===== config.mk =====
export PLATFORM = sky130hd
export DESIGN_NAME = alu16_exec_stage_flat
export DESIGN_NICKNAME = d
export VERILOG_FILES = /design/src/rtl/alu16_pkg.sv /design/src/rtl/alu16_exec_stage_if.sv /design/src/rtl/not16.sv /design/src/rtl/alu16_exec_stage.sv /design/src/flat_wrapper.sv
export SDC_FILE = /design/constraint.sdc
export NUM_CORES = 1
export LEC_CHECK = 0
export ABC_AREA = 1
export ABC_CLOCK_PERIOD_IN_PS = 2100
export CAP_MARGIN = 10
export CORE_MARGIN = 3
export CORE_UTILIZATION = 30
export CTS_CLUSTER_SIZE = 12
export DETAILED_ROUTE_END_ITERATION = 10
export PLACE_DENSITY_LB_ADDON = 0.25
export SETUP_SLACK_MARGIN = 0.02
export SLEW_MARGIN = 10
export SYNTH_ARGS = -nofsm -noshare
export SYNTH_HDL_FRONTEND = slang
export SYNTH_SLANG_ARGS = --single-unit

===== constraint.sdc =====
create_clock -name clk -period 2.1 [get_ports clk]
set_input_delay 0.21 -clock clk [delete_from_list [all_inputs] [get_ports clk]]
set_output_delay 0.21 -clock clk [all_outputs]
set_load 0.01 [all_outputs]

===== src/rtl/alu16_pkg.sv =====
// rtl/alu16_pkg.sv - shared opcodes, flag positions and queue states for the ALU execute stage
package alu16_pkg;

  localparam int WIDTH = 16;

  localparam logic [2:0] OP_AND  = 3'b000;
  localparam logic [2:0] OP_OR   = 3'b001;
  localparam logic [2:0] OP_XOR  = 3'b010;
  localparam logic [2:0] OP_NOT  = 3'b011;
  localparam logic [2:0] OP_ADD  = 3'b100;
  localparam logic [2:0] OP_SUB  = 3'b101;
  localparam logic [2:0] OP_INC  = 3'b110;
  localparam logic [2:0] OP_PASS = 3'b111;

  localparam int FLAG_Z = 3;
  localparam int FLAG_N = 2;
  localparam int FLAG_C = 1;
  localparam int FLAG_V = 0;

  // Occupancy of the 2-entry result queue.
  typedef enum logic [1:0] {
    Q_EMPTY = 2'd0,
    Q_ONE   = 2'd1,
    Q_FULL  = 2'd2
  } q_state_e;

endpackage


===== src/rtl/alu16_exec_stage_if.sv =====
// rtl/alu16_exec_stage_if.sv - operation input and result output handshake bundle
interface alu16_exec_stage_if;
  import alu16_pkg::*;

  logic             in_valid;
  logic             in_ready;
  logic [2:0]       op;
  logic [WIDTH-1:0] a;
  logic [WIDTH-1:0] b;
  logic             out_valid;
  logic             out_ready;
  logic [WIDTH-1:0] result;
  logic [3:0]       flags;

  modport master (
    output in_valid, op, a, b, out_ready,
    input  in_ready, out_valid, result, flags
  );

  modport slave (
    input  in_valid, op, a, b, out_ready,
    output in_ready, out_valid, result, flags
  );

endinterface


===== src/rtl/not16.sv =====
// rtl/not16.sv - 16-bit structural inverter
module not16 (
  input  logic [15:0] a_i,
  output logic [15:0] y_o
);

  // One inverter per bit.
  for (genvar i = 0; i < 16; i++) begin : g_inv
    not u_not (y_o[i], a_i[i]);
  end

endmodule


===== src/rtl/alu16_exec_stage.sv =====
// rtl/alu16_exec_stage.sv - registered 16-bit ALU execute stage with 2-entry result queue
module alu16_exec_stage
  import alu16_pkg::*;
#(
  parameter int DEPTH = 2
) (
  input  logic               clk,
  input  logic               rst_n,
  alu16_exec_stage_if.slave  bus
);

  localparam int MSB = WIDTH - 1;

  logic [WIDTH-1:0] inv_in;
  logic [WIDTH-1:0] inv_out;
  logic [WIDTH-1:0] addend;
  logic             cin;
  logic [WIDTH:0]   sum;
  logic [WIDTH-1:0] alu_r;
  logic [3:0]       alu_f;

  q_state_e         state_q, state_d;
  logic             wr_ptr_q, wr_ptr_d;
  logic             rd_ptr_q, rd_ptr_d;
  logic [WIDTH-1:0] ent_res_q [DEPTH];
  logic [WIDTH-1:0] ent_res_d [DEPTH];
  logic [3:0]       ent_flg_q [DEPTH];
  logic [3:0]       ent_flg_d [DEPTH];
  logic [WIDTH-1:0] result_q, result_d;
  logic [3:0]       flags_q, flags_d;

  logic             in_ready_w;
  logic             out_valid_w;
  logic             push;
  logic             pop;

  // The shared inverter sees A for NOT and B for SUB.
  always_comb begin
    inv_in = (bus.op == OP_NOT) ? bus.a : bus.b;
  end

  not16 u_not16 (
    .a_i (inv_in),
    .y_o (inv_out)
  );

  // Second adder operand and carry-in for ADD/SUB/INC.
  always_comb begin
    addend = '0;
    cin    = 1'b0;
    case (bus.op)
      OP_ADD:  addend = bus.b;
      OP_SUB:  begin addend = inv_out; cin = 1'b1; end
      OP_INC:  cin = 1'b1;
      default: ;
    endcase
  end

  assign sum = {1'b0, bus.a} + {1'b0, addend} + {{WIDTH{1'b0}}, cin};

  // Result and flags; logic ops and PASS leave C and V clear.
  always_comb begin
    alu_r = '0;
    alu_f = '0;
    case (bus.op)
      OP_AND:  alu_r = bus.a & bus.b;
      OP_OR:   alu_r = bus.a | bus.b;
      OP_XOR:  alu_r = bus.a ^ bus.b;
      OP_NOT:  alu_r = inv_out;
      OP_PASS: alu_r = bus.b;
      default: begin
        alu_r         = sum[WIDTH-1:0];
        alu_f[FLAG_C] = sum[WIDTH];
        alu_f[FLAG_V] = (bus.a[MSB] == addend[MSB]) && (alu_r[MSB] != bus.a[MSB]);
      end
    endcase
    alu_f[FLAG_Z] = (alu_r == '0);
    alu_f[FLAG_N] = alu_r[MSB];
  end

  assign in_ready_w  = (state_q != Q_FULL);
  assign out_valid_w = (state_q != Q_EMPTY);
  assign push        = bus.in_valid & in_ready_w;
  assign pop         = out_valid_w & bus.out_ready;

  // Queue occupancy transitions.
  always_comb begin
    state_d = state_q;
    case (state_q)
      Q_EMPTY: if (push) state_d = Q_ONE;
      Q_ONE: begin
        if (push && !pop)      state_d = Q_FULL;
        else if (pop && !push) state_d = Q_EMPTY;
      end
      Q_FULL:  if (pop) state_d = Q_ONE;
      default: state_d = Q_EMPTY;
    endcase
  end

  // Entry writes, pointer advance and the registered head view; the head
  // view holds its last value once the queue drains.
  always_comb begin
    ent_res_d = ent_res_q;
    ent_flg_d = ent_flg_q;
    wr_ptr_d  = wr_ptr_q;
    rd_ptr_d  = rd_ptr_q;
    result_d  = result_q;
    flags_d   = flags_q;
    if (push) begin
      ent_res_d[wr_ptr_q] = alu_r;
      ent_flg_d[wr_ptr_q] = alu_f;
      wr_ptr_d            = ~wr_ptr_q;
    end
    if (pop) begin
      rd_ptr_d = ~rd_ptr_q;
    end
    if (state_d != Q_EMPTY) begin
      result_d = ent_res_d[rd_ptr_d];
      flags_d  = ent_flg_d[rd_ptr_d];
    end
  end

  // State registers; reset discards everything queued or in flight.
  always_ff @(posedge clk or negedge rst_n) begin
    if (!rst_n) begin
      state_q  <= Q_EMPTY;
      wr_ptr_q <= 1'b0;
      rd_ptr_q <= 1'b0;
      result_q <= '0;
      flags_q  <= '0;
      for (int i = 0; i < DEPTH; i++) begin
        ent_res_q[i] <= '0;
        ent_flg_q[i] <= '0;
      end
    end else begin
      state_q   <= state_d;
      wr_ptr_q  <= wr_ptr_d;
      rd_ptr_q  <= rd_ptr_d;
      result_q  <= result_d;
      flags_q   <= flags_d;
      ent_res_q <= ent_res_d;
      ent_flg_q <= ent_flg_d;
    end
  end

  assign bus.in_ready  = in_ready_w;
  assign bus.out_valid = out_valid_w;
  assign bus.result    = result_q;
  assign bus.flags     = flags_q;

endmodule


===== src/flat_wrapper.sv =====
// flat-port wrapper written by rule: the top's interface ports become plain ports
module alu16_exec_stage_flat import alu16_pkg::*;
#(
  parameter int DEPTH = 2
)
  (clk, rst_n, bus_in_valid, bus_op, bus_a, bus_b, bus_out_ready, bus_in_ready, bus_out_valid, bus_result, bus_flags);
  alu16_exec_stage_if bus_i ();
  input  logic clk;
  input  logic rst_n;
  input wire logic [$bits(bus_i.in_valid)-1:0] bus_in_valid;
  input wire logic [$bits(bus_i.op)-1:0] bus_op;
  input wire logic [$bits(bus_i.a)-1:0] bus_a;
  input wire logic [$bits(bus_i.b)-1:0] bus_b;
  input wire logic [$bits(bus_i.out_ready)-1:0] bus_out_ready;
  output wire logic [$bits(bus_i.in_ready)-1:0] bus_in_ready;
  output wire logic [$bits(bus_i.out_valid)-1:0] bus_out_valid;
  output wire logic [$bits(bus_i.result)-1:0] bus_result;
  output wire logic [$bits(bus_i.flags)-1:0] bus_flags;
  assign bus_i.in_valid = bus_in_valid;
  assign bus_i.op = bus_op;
  assign bus_i.a = bus_a;
  assign bus_i.b = bus_b;
  assign bus_i.out_ready = bus_out_ready;
  assign bus_in_ready = bus_i.in_ready;
  assign bus_out_valid = bus_i.out_valid;
  assign bus_result = bus_i.result;
  assign bus_flags = bus_i.flags;
  alu16_exec_stage #(.DEPTH(DEPTH)) u_core (.clk(clk), .rst_n(rst_n), .bus(bus_i));
endmodule

==> impl_metrics.ini <==
[yosys]
yosys_warnings = 0
netlist_area_um2 = 5279
syn_inst = 784
synth_fa_ha_area_share_pct = 11.90
synth_fp_nets = 872
async_flop_share_pct = 100.0
muxShareOfSynthArea_pct = 0
synth_xor_xnor_area_share_pct = 0.8296
synth_top_family_by_area = simple AND/OR/NAND/NOR gates
yosysSeqAreaShare_pct = 30.34
yosys.area_share.simple_pct = 31.60
synth_seq_cells = 64
synth_compound_area_share_pct = 14.41
synth-edff-count = 0
ys_types = 40
syn_area_per_cell_um2 = 6.733
synth-main-ff-cell = dfrtp_1

[worst_setup_path]
path_max_fanout = 5
start_kind = input pin
critical-path-top-delay-family = simple AND/OR/NAND/NOR gates
worstSetupEndpointType = register
crit_slowest_cell = ha_1
cp.arrival_ps = 2890
critPathKind = in -> reg
required_ps = 2370
cpMostUsedCell = nand2_1
critical-path-max-stage-delay_ps = 340
critPathBufInv = 6

[place]
place_inst = 1184
dpl_cell_area_um2 = 7251
place.gp.congestion = 0.9043
io_buffers = 60
hpwl_um = 12680
dp_slack_ps = -1322

[routing]
drt-pass1-iter-count = 5
drtIter0Drc = 358
post_drt_via_cell_ratio = 4.715
postRouteAntennaNets = 0
wl_per_cell_um = 14.06
routed_wirelength_um = 17240
vias = 5780
drc = 0

[sta]
min_period_over_period_pct = 125.2
worst_slack_ps = -529.5
tightest_slew_ps = 893.6
finalHoldViolations = 0
setup_viol = 56
finClkSkew_ps = 6.636
fmax_ghz = 0.3803
rsz0062_at_grt = yes
drv_slew = 0
setup-tns-final_ps = -14790
slew_headroom_pct = 40.36
min_period_ps = 2630

[final_layout]
area_growth_pct = 56.86
antenna_cells = 0
final_common_cell = nand2_1
layout-drive-gt1-share_pct = 35.59
layout.nets = 1091
seqCellArea_um2 = 1602
nFillCells = 1619
layout.cells.non_filler = 1226
multi_input_area_um2 = 3607
final_util_pct = 49.06
fin_area_um2 = 8280
mostFrequentLayoutCells = 196 x nand2_1, 149 x buf_4, 89 x inv_1

[clocking]
cts_root_buf = clkbuf_16
path_clk_slew_ps = 50
htree_levels = 3
numCtsBuffers = 9
cts_tree = done
cts_sinks = 64
cts_buffer_depth = 2
clk_latency_ps = 330

[floorplanning]
die_w_um = 138.7
ioPinCount = 61
rows = 47
fp.dieH_um = 138.7
dieArea_um2 = 19220
core_area_um2 = 16880
start_util_pct = 31.28

[grt]
grt_pass1_wl_um = 28110
antenna_found_initial = 0
grt_overflow = 0
grt_max_degree = 65
grt_pass1_vias = 5595
grt_use_total_pct = 17.69

[power_and_ir_drop]
power_frac_seq_pct = 29.8
powerDensity_nw_per_um2 = 828.0
switching_share_pct = 36.40
power.leakage_nw = 4.272
comb_power_share_pct = 48.8
internal_power_w = 0.004361
p_sw_w = 0.002496
ir_drop_mv = 0.6234
clkPwrFrac_pct = 21.4

[outcome]
violations = setup timing
status = finished, violations left

[run]
maxCapViolations = 0

[worst_hold_path]
hold_path_class = in -> async
## synth_stat cells (all sizes together) (3+ instances only)
master,n,area (um^2)
nand3,34,180.2
buf,10,77.57
nor3,7,45.04
o21ai,76,380.4
nor2,74,302.8
dfrtp,64,1602
ha,47,588.1
nand2,259,999.7
o2111ai,16,140.1
inv,114,427.9
a31oi,4,25.02
o21a,4,30.03
nand4,8,50.05
clkbuf,15,63.81
and2,3,18.77
o22ai,5,31.28
a21oi,19,102.6
or2,7,43.79
xor2,5,43.79
## what timing repair did
action,in CTS,in global routing
setup endpoints to repair,60,58
buffers inserted,19,11
hold buffers,1,0
resized for setup,114,96
hold endpoints to repair,64,0
pin swaps,36,62
cloned,0,1
## metal layers
metal | up-vias | track usage (%) | part of all wire, %
li1 | 2948 | - | -
met1 | 2698 | 24.84 | 49
met2 | 114 | 29.16 | 46
met3 | 20 | 2.552 | 3.5
met4 | 0 | 3.656 | 1.5
met5 | - | 0 | 0
## worst reg2reg max path, delay by kind of cell (launching register included)
kind / cells / cell delay (ps)
flip-flops: 1 / 390
AND/OR/NAND/NOR: 6 / 530
buffers and inverters: 2 / 700
AO/OA/AOI/OAI: 1 / 190
## layout make-up
type | instances | share of cell area (%)
Multi-Input combinational cell | 579 | 43.56
Timing Repair Buffer | 233 | 24.83
Sequential cell | 64 | 19.34
Inverter | 116 | 5.379
Tap cell | 220 | 3.324
Clock buffer | 11 | 3.052
Clock inverter | 3 | 0.5138
## state kept, by name, indices dropped and copies added, names as in the netlist
| register | count |
|---|---|
| u_core.ent_res_q | 32 |
| u_core.bus.result | 16 |
| u_core.ent_flg_q | 8 |
| u_core.bus.flags | 4 |
| u_core.state_q | 2 |
| u_core.rd_ptr_q | 1 |
| u_core.wr_ptr_q | 1 |
## power groups by stage
stage | sequential (W) | clock (W) | combinational, W
detailed placement | 0.00205 | 0 | 0.00295
global route | 0.00210 | 0.00156 | 0.00372
finish | 0.00204 | 0.00147 | 0.00335
global placement | 0.00205 | 0 | 0.00294
CTS | 0.00204 | 0.00149 | 0.00315
floorplan | 0.00209 | 0 | 0.00150
## metrics by stage
stage	hold WS (ps)	total power, W
5_1_grt	460.1	0.007378
4_1_cts	440.0	0.006678
2_1_floorplan	-85.59	0.003592
3_5_place_dp	247.8	0.005001
6_report	427.0	0.006856
3_3_place_gp	248.9	0.004989
## cell families (layout without fill, tap and decap cells)
kind of cell | count (synthesis) | count (layout)
simple gates | 395 | 395
compound gates | 130 | 130
fa+ha+maj | 49 | 49
buf+inv | 141 | 363
xor+xnor | 5 | 5
flops | 64 | 64
## worst paths after layout
check	from	endpoint	slack [ps]	cells past startpoint
setup / recovery	bus_op[1]	u_core.bus.flags[3]	-530	26
hold / removal	rst_n	u_core.ent_res_q[0]	430	3
setup reg to reg	u_core.state_q[0]	u_core.bus.result[4]	200	9
hold reg to reg	u_core.ent_res_q[14]	u_core.ent_res_q[14]	460	2
max in group asynchronous	rst_n	u_core.bus.result[14]	1400	3
min in group clk	u_core.ent_res_q[14]	u_core.ent_res_q[14]	460	2
Note: power is estimated with default switching activity, not from simulation.
